==> config.mk <==
export PLATFORM = sky130hd
export DESIGN_NAME = hidden_cpu_sequencer
export DESIGN_NICKNAME = d
export VERILOG_FILES = /design/src/rtl/hidden_cpu_sequencer.sv
export SDC_FILE = /design/constraint.sdc
export NUM_CORES = 1
export LEC_CHECK = 0
export ABC_AREA = 1
export BUFFER_PORTS_ARGS = -buffer_cell sky130_fd_sc_hd__buf_2
export CAP_MARGIN = 20
export CORE_ASPECT_RATIO = 1.25
export CORE_MARGIN = 4
export CORE_UTILIZATION = 45
export CTS_BUF_LIST = sky130_fd_sc_hd__clkbuf_8
export CTS_CLUSTER_DIAMETER = 40
export DETAILED_ROUTE_END_ITERATION = 8
export GPL_TIMING_DRIVEN = 0
export PLACE_DENSITY = 0.66
export REMOVE_ABC_BUFFERS = 1
export SLEW_MARGIN = 25
export SYNTH_ARGS = -nofsm -noshare
export SYNTH_HDL_FRONTEND = slang
export SYNTH_SLANG_ARGS = --single-unit
==> constraint.sdc <==
create_clock -name clk -period 3.2 [get_ports clk]
set_clock_uncertainty 0.15 [all_clocks]
set_input_delay 0.32 -clock clk [delete_from_list [all_inputs] [get_ports clk]]
set_output_delay 0.32 -clock clk [all_outputs]
set_load 0.01 [all_outputs]
==> src/rtl/hidden_cpu_sequencer.sv <==
// rtl/hidden_cpu_sequencer.sv - program store and instruction sequencer for the HiddenCPU core
module hidden_cpu_sequencer #(
   parameter int DEPTH       = 16,
   parameter int ADDR_W      = 4,
   parameter int INSTR_W     = 6,
   parameter int CYCLE_LIMIT = 255
) (
   input  logic               clk,
   input  logic               rst_n,
   input  logic               load_en,
   input  logic               load_valid,
   input  logic [INSTR_W-1:0] load_data,
   output logic               load_ready,
   input  logic               run_start,
   input  logic               step_mode,
   input  logic               step_req,
   output logic [INSTR_W-1:0] cpu_instr,
   output logic               cpu_instr_valid,
   input  logic               cpu_branch,
   input  logic [7:0]         cpu_offset,
   output logic [ADDR_W-1:0]  pc_out,
   output logic [1:0]         state_out,
   output logic               done,
   output logic               err
);

   localparam int CNT_W = $clog2(CYCLE_LIMIT + 1);
   // Branch targets are formed as 9-bit signed values: 8-bit offset plus sign headroom.
   localparam int TGT_W = 9;
   localparam logic [ADDR_W:0] PTR_ONE    = (ADDR_W+1)'(1);
   localparam logic [ADDR_W:0] DEPTH_V    = (ADDR_W+1)'(DEPTH);
   localparam logic [CNT_W-1:0] CNT_ONE   = CNT_W'(1);
   localparam logic [CNT_W-1:0] CNT_LIMIT = CNT_W'(CYCLE_LIMIT);

   typedef enum logic [1:0] {
      S_IDLE = 2'b00,
      S_LOAD = 2'b01,
      S_RUN  = 2'b10,
      S_HALT = 2'b11
   } state_t;

   state_t               state_q;
   logic [INSTR_W-1:0]   mem_q [DEPTH];
   logic [ADDR_W:0]      wr_ptr_q;
   logic [ADDR_W:0]      prog_len_q;
   logic [ADDR_W-1:0]    fptr_q;
   logic [ADDR_W-1:0]    pc_q;
   logic [CNT_W-1:0]     issue_cnt_q;
   logic [INSTR_W-1:0]   instr_q;
   logic                 valid_q;
   logic                 done_q;
   logic                 err_q;

   logic signed [TGT_W-1:0] tgt_d;
   logic signed [TGT_W-1:0] len_s;
   logic [ADDR_W-1:0]       fptr_d;
   logic                    tgt_end;
   logic                    tgt_bad;
   logic                    issue_req;
   logic                    wr_en;

   assign load_ready      = (state_q == S_LOAD) && (wr_ptr_q < DEPTH_V);
   assign cpu_instr       = instr_q;
   assign cpu_instr_valid = valid_q;
   assign pc_out          = pc_q;
   assign state_out       = state_q;
   assign done            = done_q;
   assign err             = err_q;

   // Next-fetch target from the live instruction, plus issue and buffer-write qualifiers.
   always_comb begin
      len_s = $signed({{(TGT_W-ADDR_W-1){1'b0}}, prog_len_q});
      if (cpu_branch) begin
         tgt_d = $signed({{(TGT_W-ADDR_W){1'b0}}, pc_q}) + $signed({cpu_offset[7], cpu_offset});
      end else begin
         tgt_d = $signed({{(TGT_W-ADDR_W){1'b0}}, pc_q}) + 9'sd1;
      end
      // Branch input only matters while an instruction is live on the pins.
      tgt_end   = valid_q && !cpu_branch && (tgt_d == len_s);
      tgt_bad   = valid_q && cpu_branch && ((tgt_d < 9'sd0) || (tgt_d >= len_s));
      fptr_d    = valid_q ? tgt_d[ADDR_W-1:0] : fptr_q;
      issue_req = step_mode ? step_req : 1'b1;
      wr_en     = !load_en && !run_start && (state_q == S_LOAD) && load_valid && load_ready;
   end

   // Program buffer: written only while loading, contents survive reset.
   always_ff @(posedge clk) begin
      if (wr_en) begin
         mem_q[wr_ptr_q[ADDR_W-1:0]] <= load_data;
      end
   end

   // Sequencer FSM: load_en beats run_start beats the current state's own activity.
   always_ff @(posedge clk or negedge rst_n) begin
      if (!rst_n) begin
         state_q     <= S_IDLE;
         wr_ptr_q    <= '0;
         prog_len_q  <= '0;
         fptr_q      <= '0;
         pc_q        <= '0;
         issue_cnt_q <= '0;
         instr_q     <= '0;
         valid_q     <= 1'b0;
         done_q      <= 1'b0;
         err_q       <= 1'b0;
      end else if (load_en) begin
         state_q    <= S_LOAD;
         wr_ptr_q   <= '0;
         prog_len_q <= '0;
         done_q     <= 1'b0;
         err_q      <= 1'b0;
         valid_q    <= 1'b0;
      end else if (run_start) begin
         valid_q <= 1'b0;
         if (prog_len_q == '0) begin
            state_q <= S_IDLE;
            err_q   <= 1'b1;
         end else begin
            state_q     <= S_RUN;
            fptr_q      <= '0;
            issue_cnt_q <= '0;
            done_q      <= 1'b0;
         end
      end else begin
         valid_q <= 1'b0;
         case (state_q)
            S_LOAD: begin
               if (load_valid) begin
                  if (load_ready) begin
                     wr_ptr_q   <= wr_ptr_q + PTR_ONE;
                     prog_len_q <= wr_ptr_q + PTR_ONE;
                  end else begin
                     err_q <= 1'b1;
                  end
               end
            end
            S_RUN: begin
               if (tgt_end) begin
                  state_q <= S_HALT;
                  done_q  <= 1'b1;
               end else if (tgt_bad) begin
                  state_q <= S_HALT;
                  err_q   <= 1'b1;
               end else begin
                  // Pointer update and next issue share a cycle, so there is no bubble.
                  fptr_q <= fptr_d;
                  if (issue_req) begin
                     if (issue_cnt_q == CNT_LIMIT) begin
                        state_q <= S_HALT;
                        err_q   <= 1'b1;
                     end else begin
                        valid_q     <= 1'b1;
                        instr_q     <= mem_q[fptr_d];
                        pc_q        <= fptr_d;
                        issue_cnt_q <= issue_cnt_q + CNT_ONE;
                     end
                  end
               end
            end
            default: ;
         endcase
      end
   end

endmodule
==> out/qor.yml <==
grt_util_all_layers_pct: 18.5
slew_viol_final: 0
hold_viol: 0
synthTopCellsByArea: "edfxtp_1 (47%), dfrtp_1 (13%), nand2_1 (7.6%)"
rrSetupSlack_ns: 0.06
slew_headroom_pct: 44.3
antenna_found_initial: 0
cts_sinks: 128
leakage_nw: 2.83
min_path_cells: 3
area_growth_pct: 17.2
cts_tree: "done"
insertion_delay_ns: 0.43
seq_area_frac_synth_pct: 60.1
utilization_pct: 54.0
slowest_delay_ns: 0.45
drc_errors: 0
instances_no_fill: 845
multi_input_area_sq_um: 2260
synth_top_cell_by_area: "edfxtp_1"
timing.rr.end: "cpu_instr[4]"
drive_gt1_share_pct: 20.6
ctsLongestPathBuffers: 2
worst_r2r_path_depth: 20
core_area_sq_um: 13300
post-route-min-period_ns: 3.14
antenna_cells: 0
grt_pass1_vias: 4543
fmax_ghz: 0.319
hold_path_startpoint: "run_start"
avgViaCountPerCell: 5.39
vias: 4552
num-fill-cells: 1182
hp-class: "in -> reg"
cts_root_buffer: "clkbuf_8"
grt_first_pass_wirelength_microns: 22700
numCtsBuffers: 17
min_period_over_period_pct: 98.0
wl_per_cell_microns: 16.9
path_common_cell: "nand2_1"
nNetsFinal: 702
crit_type: "reg -> reg"
yosys_warnings: 0
dp.final_hpwl_microns: 9240
drt_iter0_drc: 387
r2r-start: "pc_out[0]"
num_io_pins: 38
placed_cells: 796
die_area_sq_um: 15600
critPathArrivalTime_ns: 3.36
drv_cap: 0
tightest_slew_ns: 0.835
cp.required_ns: 3.42
slowest_stage: "fa_2"
die_h_microns: 138
startpoint_type: "register"
wl_microns: 14300
grt_max_degree: 50
grt_overflow_total: 0
synth_top_area_share_pct: 47.0
io_buffers: 37
irDropWorstVdd_v: 0.000256
grt_setup_unrepaired: "yes"
worstHoldEndpoint: "issue_cnt_q[3]"
critPathCaptureType: "register"
setup_viol: 0
cts_max_level: 4
cellPowerDensity_nw_per_um2: 542
status: "completed"
initial_utilization_pct: 46.1
seq_area_sq_um: 3690
die_x_microns: 112
ys_seq_elements: 128
path_cells: "ha_4, inv_2, fa_2, o21ai_4, ha_1, nand2_1, inv_1, nand4_1, nand2_1, nor2_1, nand2_1, nor2_2, nand3_2, nand2_2, nand2_4, inv_4, nand3b_4, inv_4, nand2_1, nand2_1"
synthesis.area_sq_um: 6130
dr.pass1.iters: 5
cp_max_fo: 8
routabilityCongestion: 0.911
synthCells: 606
row_count: 47
clk_pin_slew_ns: 0.07
ant_nets: 0
netlist-cell-type-count: 36
syn_area_per_cell_sq_um: 10.1
==> cells in the mapped netlist <==
cell / number
o21bai_1: 6
inv_2: 8
o21ai_0: 53
buf_4: 3
xor2_1: 4
nor2_2: 1
nand3b_4: 1
fa_1: 1
o21ai_1: 33
inv_1: 56
clkbuf_1: 4
o211ai_1: 22
o21ai_4: 1
and2_1: 1
a21boi_0: 1
a21oi_1: 10
buf_6: 3
o311ai_0: 1
or2_2: 7
a22oi_1: 1
nor2_1: 59
nand3_1: 27
dfrtp_1: 32
edfxtp_1: 96
nor3_1: 3
o2bb2ai_1: 2
nand2_1: 124
a32oi_1: 1
nand2_2: 2
nand4_1: 5
buf_2: 10
ha_1: 17
inv_4: 1
nand4_2: 1
nand3_2: 2
o21ai_2: 7
==> metrics by stage <==
step | setup slack (ns) | cell area [sq um] | power [mW] | hold slack, ns | setup TNS, ns
global route | -0.0859 | 7180 | 4.07 | 0.101 | -1.03
finish | 0.0630 | 7180 | 3.89 | 0.139 | 0
floorplan | 0.153 | 6010 | 2.24 | -0.126 | 0
detailed placement | -0.373 | 6460 | 2.46 | 0.276 | -5.99
global placement | -0.575 | 6400 | 2.41 | 0.277 | -5.91
CTS | 0.0120 | 7020 | 3.88 | 0.109 | 0
==> layer usage <==
metal | GRT usage, % | vias up | wire length (microns)
met4 | 6.14 | 0 | 313
met2 | 33.4 | 140 | 7530
li1 | - | 2202 | -
met5 | 0 | - | 0
met1 | 21.6 | 2182 | 5790
met3 | 3.93 | 28 | 661
==> registers in the layout (all words and copies together) (netlist names) <==
name / cells
mem_q: 96
cpu_instr: 6
cpu_instr_valid: 1
err: 1
done: 1
state_out: 2
prog_len_q: 5
issue_cnt_q: 8
pc_out: 4
fptr_q: 4
==> cells by family after synthesis <==
logic type               Yosys count  share of synthesized area, %
AO/OA/AOI/OAI                    138                          13.4
XOR/XNOR                           4                         0.572
adder cells (fa/ha/maj)           18                          3.80
buffers and inverters             85                          6.00
flip-flops                       128                          60.1
AND/OR/NAND/NOR                  233                          16.2
==> how the worst max path moves through the flow <==
stage	slack, ns	depth (start not counted)	start	to
floorplan	0.15	23	pc_out[0]	cpu_instr[0]
global placement	-0.57	12	pc_out[0]	cpu_instr[1]
detailed placement	-0.37	15	pc_out[0]	cpu_instr[1]
CTS	0.01	22	pc_out[2]	cpu_instr[4]
global route	-0.09	22	pc_out[2]	cpu_instr[2]
finish	0.06	20	pc_out[0]	cpu_instr[4]
==> layout make-up <==
cell class | count | share of cell area, %
multi-input cells | 395 | 31.4
clock inverters | 14 | 2.33
repair buffers | 55 | 5.09
inverters | 65 | 3.57
clock buffers | 17 | 3.26
flip-flops and latches | 128 | 51.3
well taps | 171 | 2.98
==> where the power goes <==
group / switching, mW / internal (mW)
registers: 0.0427 / 1.84
clock network: 0.648 / 0.763
logic: 0.372 / 0.228
==> worst max-delay path: cells and delay by family (launching register included) <==
kind	cells	cell delay, ns
AOI/OAI and AO/OA	1	0.21
adders and majority gates	3	0.88
buffers and inverters	4	0.32
DFF	1	0.43
and+or+nand+nor	12	1.09
==> cell usage in the layout (no fill, tap or decap), drive strengths merged, types with 5 or more instances in the layout <==
cell type / instances
inv: 66
nor2: 60
nand4: 7
clkbuf: 17
o21bai: 6
or2: 7
ha: 17
o21ai: 94
dfrtp: 32
buf: 53
clkinvlp: 5
nand3: 29
clkinv: 5
nand2: 126
edfxtp: 96
o211ai: 22
a21oi: 10
==> repair_timing <==
action / in CTS / in global routing
hold buffers: 2 / 0
endpoints found under the hold margin: 33 / 0
cloned: 1 / 1
pin swaps: 12 / 13
buffers inserted: 5 / 9
endpoints found under the setup margin: 25 / 26
resized for setup: 25 / 16
(Power assumes the default switching activity.)
